### src/rtl/mem_pkg.sv
// Shared encodings for the byte-serial memory arbiter: FSM states, access
// sizes, the UART address prefix and the size-to-byte-count helper.
package mem_pkg;

    typedef enum logic [1:0] {
        S_IDLE = 2'd0,
        S_RD   = 2'd1,
        S_WR   = 2'd2,
        S_FIN  = 2'd3
    } state_e;

    localparam logic [1:0] SZ_BYTE   = 2'd0;
    localparam logic [1:0] SZ_HALF   = 2'd1;
    localparam logic [1:0] SZ_WORD   = 2'd2;
    localparam logic [1:0] IO_PREFIX = 2'b11;

    // Size 3 is not a legal encoding; it is treated as a word.
    function automatic logic [2:0] byte_cnt(input logic [1:0] size);
        case (size)
            SZ_BYTE: return 3'd1;
            SZ_HALF: return 3'd2;
            default: return 3'd4;
        endcase
    endfunction

endpackage

### src/rtl/rr_arbiter.sv
// Round-robin picker: grants the first requester strictly after the
// previously granted channel, wrapping back to channel 0.
module rr_arbiter #(
    parameter int NUM_CH = 2
) (
    input  logic [NUM_CH-1:0] req_i,
    input  logic [NUM_CH-1:0] last_grant_i,
    output logic [NUM_CH-1:0] grant_o
);

    logic [NUM_CH-1:0] mask;
    logic [NUM_CH-1:0] hi_req;
    logic [NUM_CH-1:0] pick;
    logic              seen;

    // mask marks channels above the last grant; those win before wrap-around
    always_comb begin
        mask = '0;
        seen = 1'b0;
        for (int i = 0; i < NUM_CH; i++) begin
            mask[i] = seen;
            seen    = seen | last_grant_i[i];
        end
    end

    assign hi_req = req_i & mask;
    assign pick   = (|hi_req) ? hi_req : req_i;

    always_comb begin
        grant_o = '0;
        for (int i = NUM_CH - 1; i >= 0; i--) begin
            if (pick[i]) begin
                grant_o    = '0;
                grant_o[i] = 1'b1;
            end
        end
    end

endmodule

### src/rtl/mem_arbiter.sv
// Multi-channel arbiter onto a byte-wide synchronous memory: one request at a
// time, split into little-endian byte beats, with UART back-pressure and flush.
module mem_arbiter
    import mem_pkg::*;
#(
    parameter int NUM_CH = 2,
    parameter int ADDR_W = 32
) (
    input  logic                     clk_in,
    input  logic                     rst_in,
    input  logic                     rdy_in,
    input  logic                     flush_in,
    input  logic [NUM_CH-1:0]        req_valid,
    input  logic [NUM_CH*ADDR_W-1:0] req_addr,
    input  logic [NUM_CH*32-1:0]     req_wdata,
    input  logic [NUM_CH-1:0]        req_wr,
    input  logic [NUM_CH*2-1:0]      req_size,
    input  logic [NUM_CH-1:0]        req_signed,
    output logic [NUM_CH-1:0]        req_grant,
    output logic [NUM_CH-1:0]        resp_valid,
    output logic [31:0]              resp_data,
    input  logic [7:0]               mem_din,
    output logic [7:0]               mem_dout,
    output logic [ADDR_W-1:0]        mem_a,
    output logic                     mem_wr,
    input  logic                     io_buffer_full
);

    state_e            state_q, state_d;
    logic [NUM_CH-1:0] gnt_q, rr_gnt;
    logic [ADDR_W-1:0] addr_q, beat_addr, sel_addr;
    logic [3:0][7:0]   wdata_q, data_q;
    logic [31:0]       sel_wdata;
    logic [1:0]        size_q, sel_size, cap_idx_q;
    logic              sgn_q, wr_q, sel_sgn, sel_wr, iss_q;
    logic [2:0]        cnt_q, nbytes;
    logic              gnt_fire, rd_issue, wr_issue, io_hold, beat_act;

    rr_arbiter #(.NUM_CH(NUM_CH)) u_rr (
        .req_i        (req_valid),
        .last_grant_i (gnt_q),
        .grant_o      (rr_gnt)
    );

    always_comb begin
        sel_addr  = '0;
        sel_wdata = '0;
        sel_size  = '0;
        sel_wr    = 1'b0;
        sel_sgn   = 1'b0;
        for (int c = 0; c < NUM_CH; c++) begin
            if (rr_gnt[c]) begin
                sel_addr  = req_addr[c*ADDR_W +: ADDR_W];
                sel_wdata = req_wdata[c*32 +: 32];
                sel_size  = req_size[c*2 +: 2];
                sel_wr    = req_wr[c];
                sel_sgn   = req_signed[c];
            end
        end
    end

    assign nbytes    = byte_cnt(size_q);
    assign beat_addr = addr_q + ADDR_W'(cnt_q);
    assign io_hold   = (state_q == S_WR) && (beat_addr[17:16] == IO_PREFIX) && io_buffer_full;
    assign gnt_fire  = rst_in && rdy_in && !flush_in && (state_q == S_IDLE) && (|req_valid);
    assign rd_issue  = (state_q == S_RD) && rdy_in && !flush_in && (cnt_q < nbytes);
    assign wr_issue  = (state_q == S_WR) && rdy_in && !io_hold;
    assign beat_act  = ((state_q == S_RD) && (cnt_q < nbytes)) || (state_q == S_WR);

    assign req_grant  = gnt_fire ? rr_gnt : '0;
    assign mem_wr     = wr_issue;
    assign mem_a      = beat_act ? beat_addr : '0;
    assign mem_dout   = (state_q == S_WR) ? wdata_q[cnt_q[1:0]] : 8'h00;
    assign resp_valid = ((state_q == S_FIN) && rdy_in) ? gnt_q : '0;

    always_comb begin
        resp_data = '0;
        if ((state_q == S_FIN) && !wr_q) begin
            case (size_q)
                SZ_BYTE: resp_data = {{24{sgn_q & data_q[0][7]}}, data_q[0]};
                SZ_HALF: resp_data = {{16{sgn_q & data_q[1][7]}}, data_q[1], data_q[0]};
                default: resp_data = data_q;
            endcase
        end
    end

    always_comb begin
        state_d = state_q;
        case (state_q)
            S_IDLE: if (gnt_fire) state_d = sel_wr ? S_WR : S_RD;
            S_RD: begin
                if (rdy_in) begin
                    if (flush_in)              state_d = S_IDLE;
                    else if (cnt_q == nbytes)  state_d = S_FIN;
                end
            end
            // a flush never interrupts a store once it is accepted
            S_WR:   if (wr_issue && (cnt_q == nbytes - 3'd1)) state_d = S_FIN;
            S_FIN:  if (rdy_in) state_d = S_IDLE;
            default: state_d = S_IDLE;
        endcase
    end

    always_ff @(posedge clk_in or negedge rst_in) begin
        if (!rst_in) begin
            state_q   <= S_IDLE;
            gnt_q     <= {1'b1, {(NUM_CH-1){1'b0}}};
            addr_q    <= '0;
            wdata_q   <= '0;
            data_q    <= '0;
            size_q    <= '0;
            sgn_q     <= 1'b0;
            wr_q      <= 1'b0;
            cnt_q     <= '0;
            iss_q     <= 1'b0;
            cap_idx_q <= '0;
        end else begin
            state_q <= state_d;
            // Read returns arrive one cycle after their beat and are taken even
            // during a stall, so a frozen mem_a cannot overwrite them.
            iss_q     <= rd_issue;
            cap_idx_q <= cnt_q[1:0];
            if (iss_q) data_q[cap_idx_q] <= mem_din;
            if (gnt_fire) begin
                gnt_q   <= rr_gnt;
                addr_q  <= sel_addr;
                wdata_q <= sel_wdata;
                size_q  <= sel_size;
                sgn_q   <= sel_sgn;
                wr_q    <= sel_wr;
                cnt_q   <= '0;
            end else if (rd_issue || wr_issue) begin
                cnt_q <= cnt_q + 3'd1;
            end
        end
    end

endmodule
### config.mk
export PLATFORM = sky130hd
export DESIGN_NAME = mem_arbiter
export DESIGN_NICKNAME = d
export VERILOG_FILES = /design/src/rtl/mem_pkg.sv /design/src/rtl/rr_arbiter.sv /design/src/rtl/mem_arbiter.sv
export SDC_FILE = /design/constraint.sdc
export NUM_CORES = 1
export LEC_CHECK = 0
export BUFFER_PORTS_ARGS = -buffer_cell sky130_fd_sc_hd__buf_2
export CAP_MARGIN = 20
export CELL_PAD_IN_SITES_DETAIL_PLACEMENT = 1
export CELL_PAD_IN_SITES_GLOBAL_PLACEMENT = 2
export CORE_ASPECT_RATIO = 0.5
export CORE_UTILIZATION = 29
export CTS_BUF_LIST = sky130_fd_sc_hd__clkbuf_16
export CTS_CLUSTER_SIZE = 28
export DETAILED_ROUTE_END_ITERATION = 7
export HOLD_SLACK_MARGIN = 0.12
export MAX_ROUTING_LAYER = met4
export PLACE_DENSITY_LB_ADDON = 0.1
export RECOVER_POWER = 25
export SYNTH_ARGS = -nofsm -noshare
export SYNTH_HDL_FRONTEND = slang
export SYNTH_HIERARCHICAL = 1
export SYNTH_SLANG_ARGS = --single-unit
### constraint.sdc
create_clock -name clk_in -period 2.95 [get_ports clk_in]
set_input_delay 0.295 -clock clk_in [delete_from_list [all_inputs] [get_ports clk_in]]
set_output_delay 0.295 -clock clk_in [all_outputs]
set_load 0.01 [all_outputs]
==> impl_metrics.csv <==
group,metric,value,unit
run_status,result_of_the_run,"completed",
critical_path,timing.critical_path.fanout_max,5,
placement,dp_worst_setup_slack,51.17,ps
detailed_routing,route.vias.total,5868,
floorplan,rows,37,
clock_network,cts_buffer_depth,2,
floorplan,die_w,208.8,um
clock_network,cts_sinks,110,
clock_network,cts.htree.levels,3,
critical_path,worst_r2r_startpoint,"cnt_q[0]$_DFFE_PN0P_",
floorplan,die_h,105.4,um
critical_path,timing.critical_path.to_type,"output pin",
detailed_routing,drt-vias-per-instance,4.986,
finish,syn2layout_area_growth,32.57,%
detailed_routing,wl,21.28,mm
clock_network,cts_made_buffers,9,
pwr,max-vdd-ir-drop,0.3553,mV
worst_hold_path,worst_hold_startpoint,"req_wdata[14]",
run,cap_violations,0,
grt,grt.overflow.total,0,
sta,rsz0062_at_grt,"true",
detailed_routing,pre_repair_dr_iteration_count,4,
logic_synthesis,synth_enable_flop_cells,0,
clock_network,clk_root_buffer_cell,"sky130_fd_sc_hd__clkbuf_16",
critical_path,worst_ep_arrival_time,2570,ps
detailed_routing,final_antenna_net_count,0,
sta,hold_violation_total_from_the_final_report,0,
finish,multi_input_area,0.003292,mm^2
placement,post-place-cells,1141,
grt,grt_start_max_net_pins,63,
sta,post-route-min-period,2865,ps
sta,finalCritPeriodShare,97.12,%
logic_synthesis,postSynth.topFlopCell,"sky130_fd_sc_hd__dfrtp_1",
finish,layout.cells.non_filler,1177,
logic_synthesis,synth.top_cells.by_count,"163 x sky130_fd_sc_hd__nor2_1, 109 x sky130_fd_sc_hd__dfrtp_1, 67 x sky130_fd_sc_hd__a221oi_1, 41 x sky130_fd_sc_hd__clkbuf_1, 37 x sky130_fd_sc_hd__a21oi_1",
pwr,cellLeakagePower,3.950,nW
grt,first_global_vias,5938,
sta,setup_slack,84.85,ps
worst_hold_path,hold_depth,3,
critical_path,reg2reg_to,"cnt_q[1]$_DFFE_PN0P_",
floorplan,core_area,0.02074,mm^2
logic_synthesis,synth_warnings,6,
floorplan,dieArea,0.02202,mm^2
logic_synthesis,yosys.area.top_type,"sky130_fd_sc_hd__dfrtp_1",
sta,max-slew-margin-rel,14.44,%
logic_synthesis,syn-cell-area,0.006203,mm^2
pwr,power_density,958.3,mW/mm^2
critical_path,crit_required,2650,ps
logic_synthesis,post_synth_inst_count,661,
placement,hpwlAfterDp,16.48,mm
placement,gp_congestion,0.8162,
logic_synthesis,synth.avg_cell_area,9.385,um^2
logic_synthesis,yosysMostFrequentCell,"sky130_fd_sc_hd__nor2_1",
pwr,p_sw,3.247,mW
logic_synthesis,synth_largest_type_area_fraction,43.97,%
logic_synthesis,postSynth.asyncResetShare,100.0,%
placement,port_buffers,227,
detailed_routing,drtIter0Drc,287,
grt,grtUsageTotal,19.97,%
critical_path,worst-setup-path-type,"reg -> out",
critical_path,rrSetupSlack,210,ps
sta,timing.final.setup_violations,0,
detailed_routing,route.detailed.wl_per_inst,18.08,um
sta,summed_negative_setup_slack_over_all_endpoints,0,ps
sta,peak_clock_frequency_supported_by_timing,349.0,MHz
detailed_routing,drcViolationCount,0,
logic_synthesis,ys_ff_latch,110,
grt,grt_pass1_wl,32.96,mm
sta,fin_skew,5.781,ps
finish,fin_nets,1059,
logic_synthesis,post_synth_num_cell_types,48,
clock_network,skew_pair_late_insertion_delay,360,ps
floorplan,floorplan.io_pins,228,
grt,grt_antenna_before_repair,1,
pwr,power.sequential.fraction,37.1,%
worst_hold_path,holdPathEnd,"wdata_q[14]$_DFFE_PN0P_",
sta,timing_worst_slew_pin_value,1283,ps
pwr,pwr-share-comb,48.2,%
worst_hold_path,min-delay-path-class,"in -> reg",
pwr,swShare,41.20,%
clock_network,path_clk_slew,70,ps
critical_path,start_kind,"register",
finish,fraction_of_final_layout_cells_with_drive_strength_greater_than_1,38.54,%
finish,final_util,39.65,%
pwr,pwr-share-clk,14.6,%
clock_network,cts_tree,"yes",
floorplan,starting_utilization_of_the_core_area,29.91,%
finish,regArea,0.002754,mm^2
finish,n_fill_cell,2486,
logic_synthesis,yosys-top-cells-area,"sky130_fd_sc_hd__dfrtp_1 44%, sky130_fd_sc_hd__nor2_1 9.9%, sky130_fd_sc_hd__a221oi_1 9.5%, sky130_fd_sc_hd__mux2_2 5.8%, sky130_fd_sc_hd__a21oi_1 3.0%",
critical_path,ff2ff_path_depth,11,
logic_synthesis,synth_fp_nets,822,
logic_synthesis,yosysSeqAreaShare,44.39,%
sta,maxSlewViolCount,0,
pwr,cellInternalPower,4.634,mW
placed cells by master (no fill, tap or decap), types with 4 or more instances in the layout:
cell                        instances
sky130_fd_sc_hd__a21o_1             4
sky130_fd_sc_hd__a21oi_1           35
sky130_fd_sc_hd__a221oi_1          67
sky130_fd_sc_hd__and2_1            20
sky130_fd_sc_hd__and3_1             8
sky130_fd_sc_hd__buf_2            226
sky130_fd_sc_hd__buf_4             37
sky130_fd_sc_hd__clkbuf_16          9
sky130_fd_sc_hd__dfrtp_1          109
sky130_fd_sc_hd__ha_1               7
sky130_fd_sc_hd__inv_1             31
sky130_fd_sc_hd__mux2_2            32
sky130_fd_sc_hd__mux4_2             8
sky130_fd_sc_hd__nand2_1           25
sky130_fd_sc_hd__nand3_1            8
sky130_fd_sc_hd__nand4_1            8
sky130_fd_sc_hd__nor2_1           158
sky130_fd_sc_hd__nor2_4             4
sky130_fd_sc_hd__nor2b_1            4
sky130_fd_sc_hd__o21ai_0           10
sky130_fd_sc_hd__or3_1              6
sky130_fd_sc_hd__xnor2_1           13
sky130_fd_sc_hd__xor2_1            13
sequential cells by signal (all words and copies together), names as in the netlist, 2 cells and up:
signal     cells
addr_q        32
cap_idx_q      2
cnt_q          3
data_q        32
gnt_q          2
size_q         2
state_q        2
wdata_q       32
critical path: stages, from the launching register on:
cell                       delay (ps)
sky130_fd_sc_hd__dfrtp_1          420
sky130_fd_sc_hd__ha_4             310
sky130_fd_sc_hd__o211ai_1         130
sky130_fd_sc_hd__nor4b_4          390
sky130_fd_sc_hd__nand4_1          260
sky130_fd_sc_hd__or3_1            420
sky130_fd_sc_hd__a21oi_2          130
sky130_fd_sc_hd__buf_2            140
through the flow:
| stage | hold WS (ps) | total power [mW] | area (um^2) |
|---|---|---|---|
| after floorplan | -0.5911 | 5.164 | 6203 |
| after global placement | 482.6 | 6.443 | 7727 |
| after detailed placement | 490.5 | 6.564 | 7735 |
| after CTS | 177.8 | 7.820 | 8077 |
| after global routing | 196.6 | 8.518 | 8224 |
| final | 187.2 | 7.881 | 8224 |
final cells by class:
type,count,share of cell area [%]
diodes,1,0.03043
clock buffers,9,2.738
clock inverters,7,0.5021
inverters,30,1.369
multi-input cells,478,40.03
flip-flops and latches,110,33.49
well taps,273,4.153
repair buffers,269,17.69
kinds of logic (layout without fill, tap and decap cells):
kind of cell / after synthesis / in the layout / share of synthesized area (%)
and+or+nand+nor: 265 / 265 / 19.95
AOI/OAI and AO/OA: 133 / 133 / 15.99
DFF: 110 / 110 / 44.39
buffers and inverters: 73 / 315 / 4.417
muxes: 44 / 44 / 9.439
xor gates and xnor gates: 26 / 26 / 3.671
adders and majority gates: 10 / 10 / 2.138
other: 0 / 1 / 0
worst max-delay path by stage:
stage / from / end / depth (start not counted)
global placement: size_q[0]$_DFFE_PN0P_ / mem_a[23] / 11
detailed placement: size_q[0]$_DFFE_PN0P_ / mem_a[23] / 12
finish: addr_q[2]$_DFFE_PN0P_ / mem_a[27] / 7
floorplan: cnt_q[0]$_DFFE_PN0P_ / mem_a[26] / 7
CTS: cnt_q[0]$_DFFE_PN0P_ / mem_a[28] / 8
global route: addr_q[2]$_DFFE_PN0P_ / mem_a[29] / 7
repair_timing:
action / CTS / global route
resized for setup: 4 / 16
pin swaps: 4 / 10
setup endpoints to repair: 33 / 41
hold endpoints to repair: 36 / 0
buffers inserted: 7 / 11
hold buffers: 1 / 0
power groups by stage:
stage                     sequential, mW  combinational [mW]  clock [mW]
final                               2.93                3.80        1.15
after global routing                3.05                4.23        1.24
after CTS                           2.92                3.71        1.19
after detailed placement            2.95                3.62           0
after global placement              2.90                3.54           0
after floorplan                     2.72                2.44           0
per-layer routing:
layer  track usage, %  share of wire, %
met1            26.57                48
met2            31.62                47
met3            4.142               3.6
met4            3.834               1.1
met5                -                 0
Note: power is estimated with default switching activity, not from simulation.
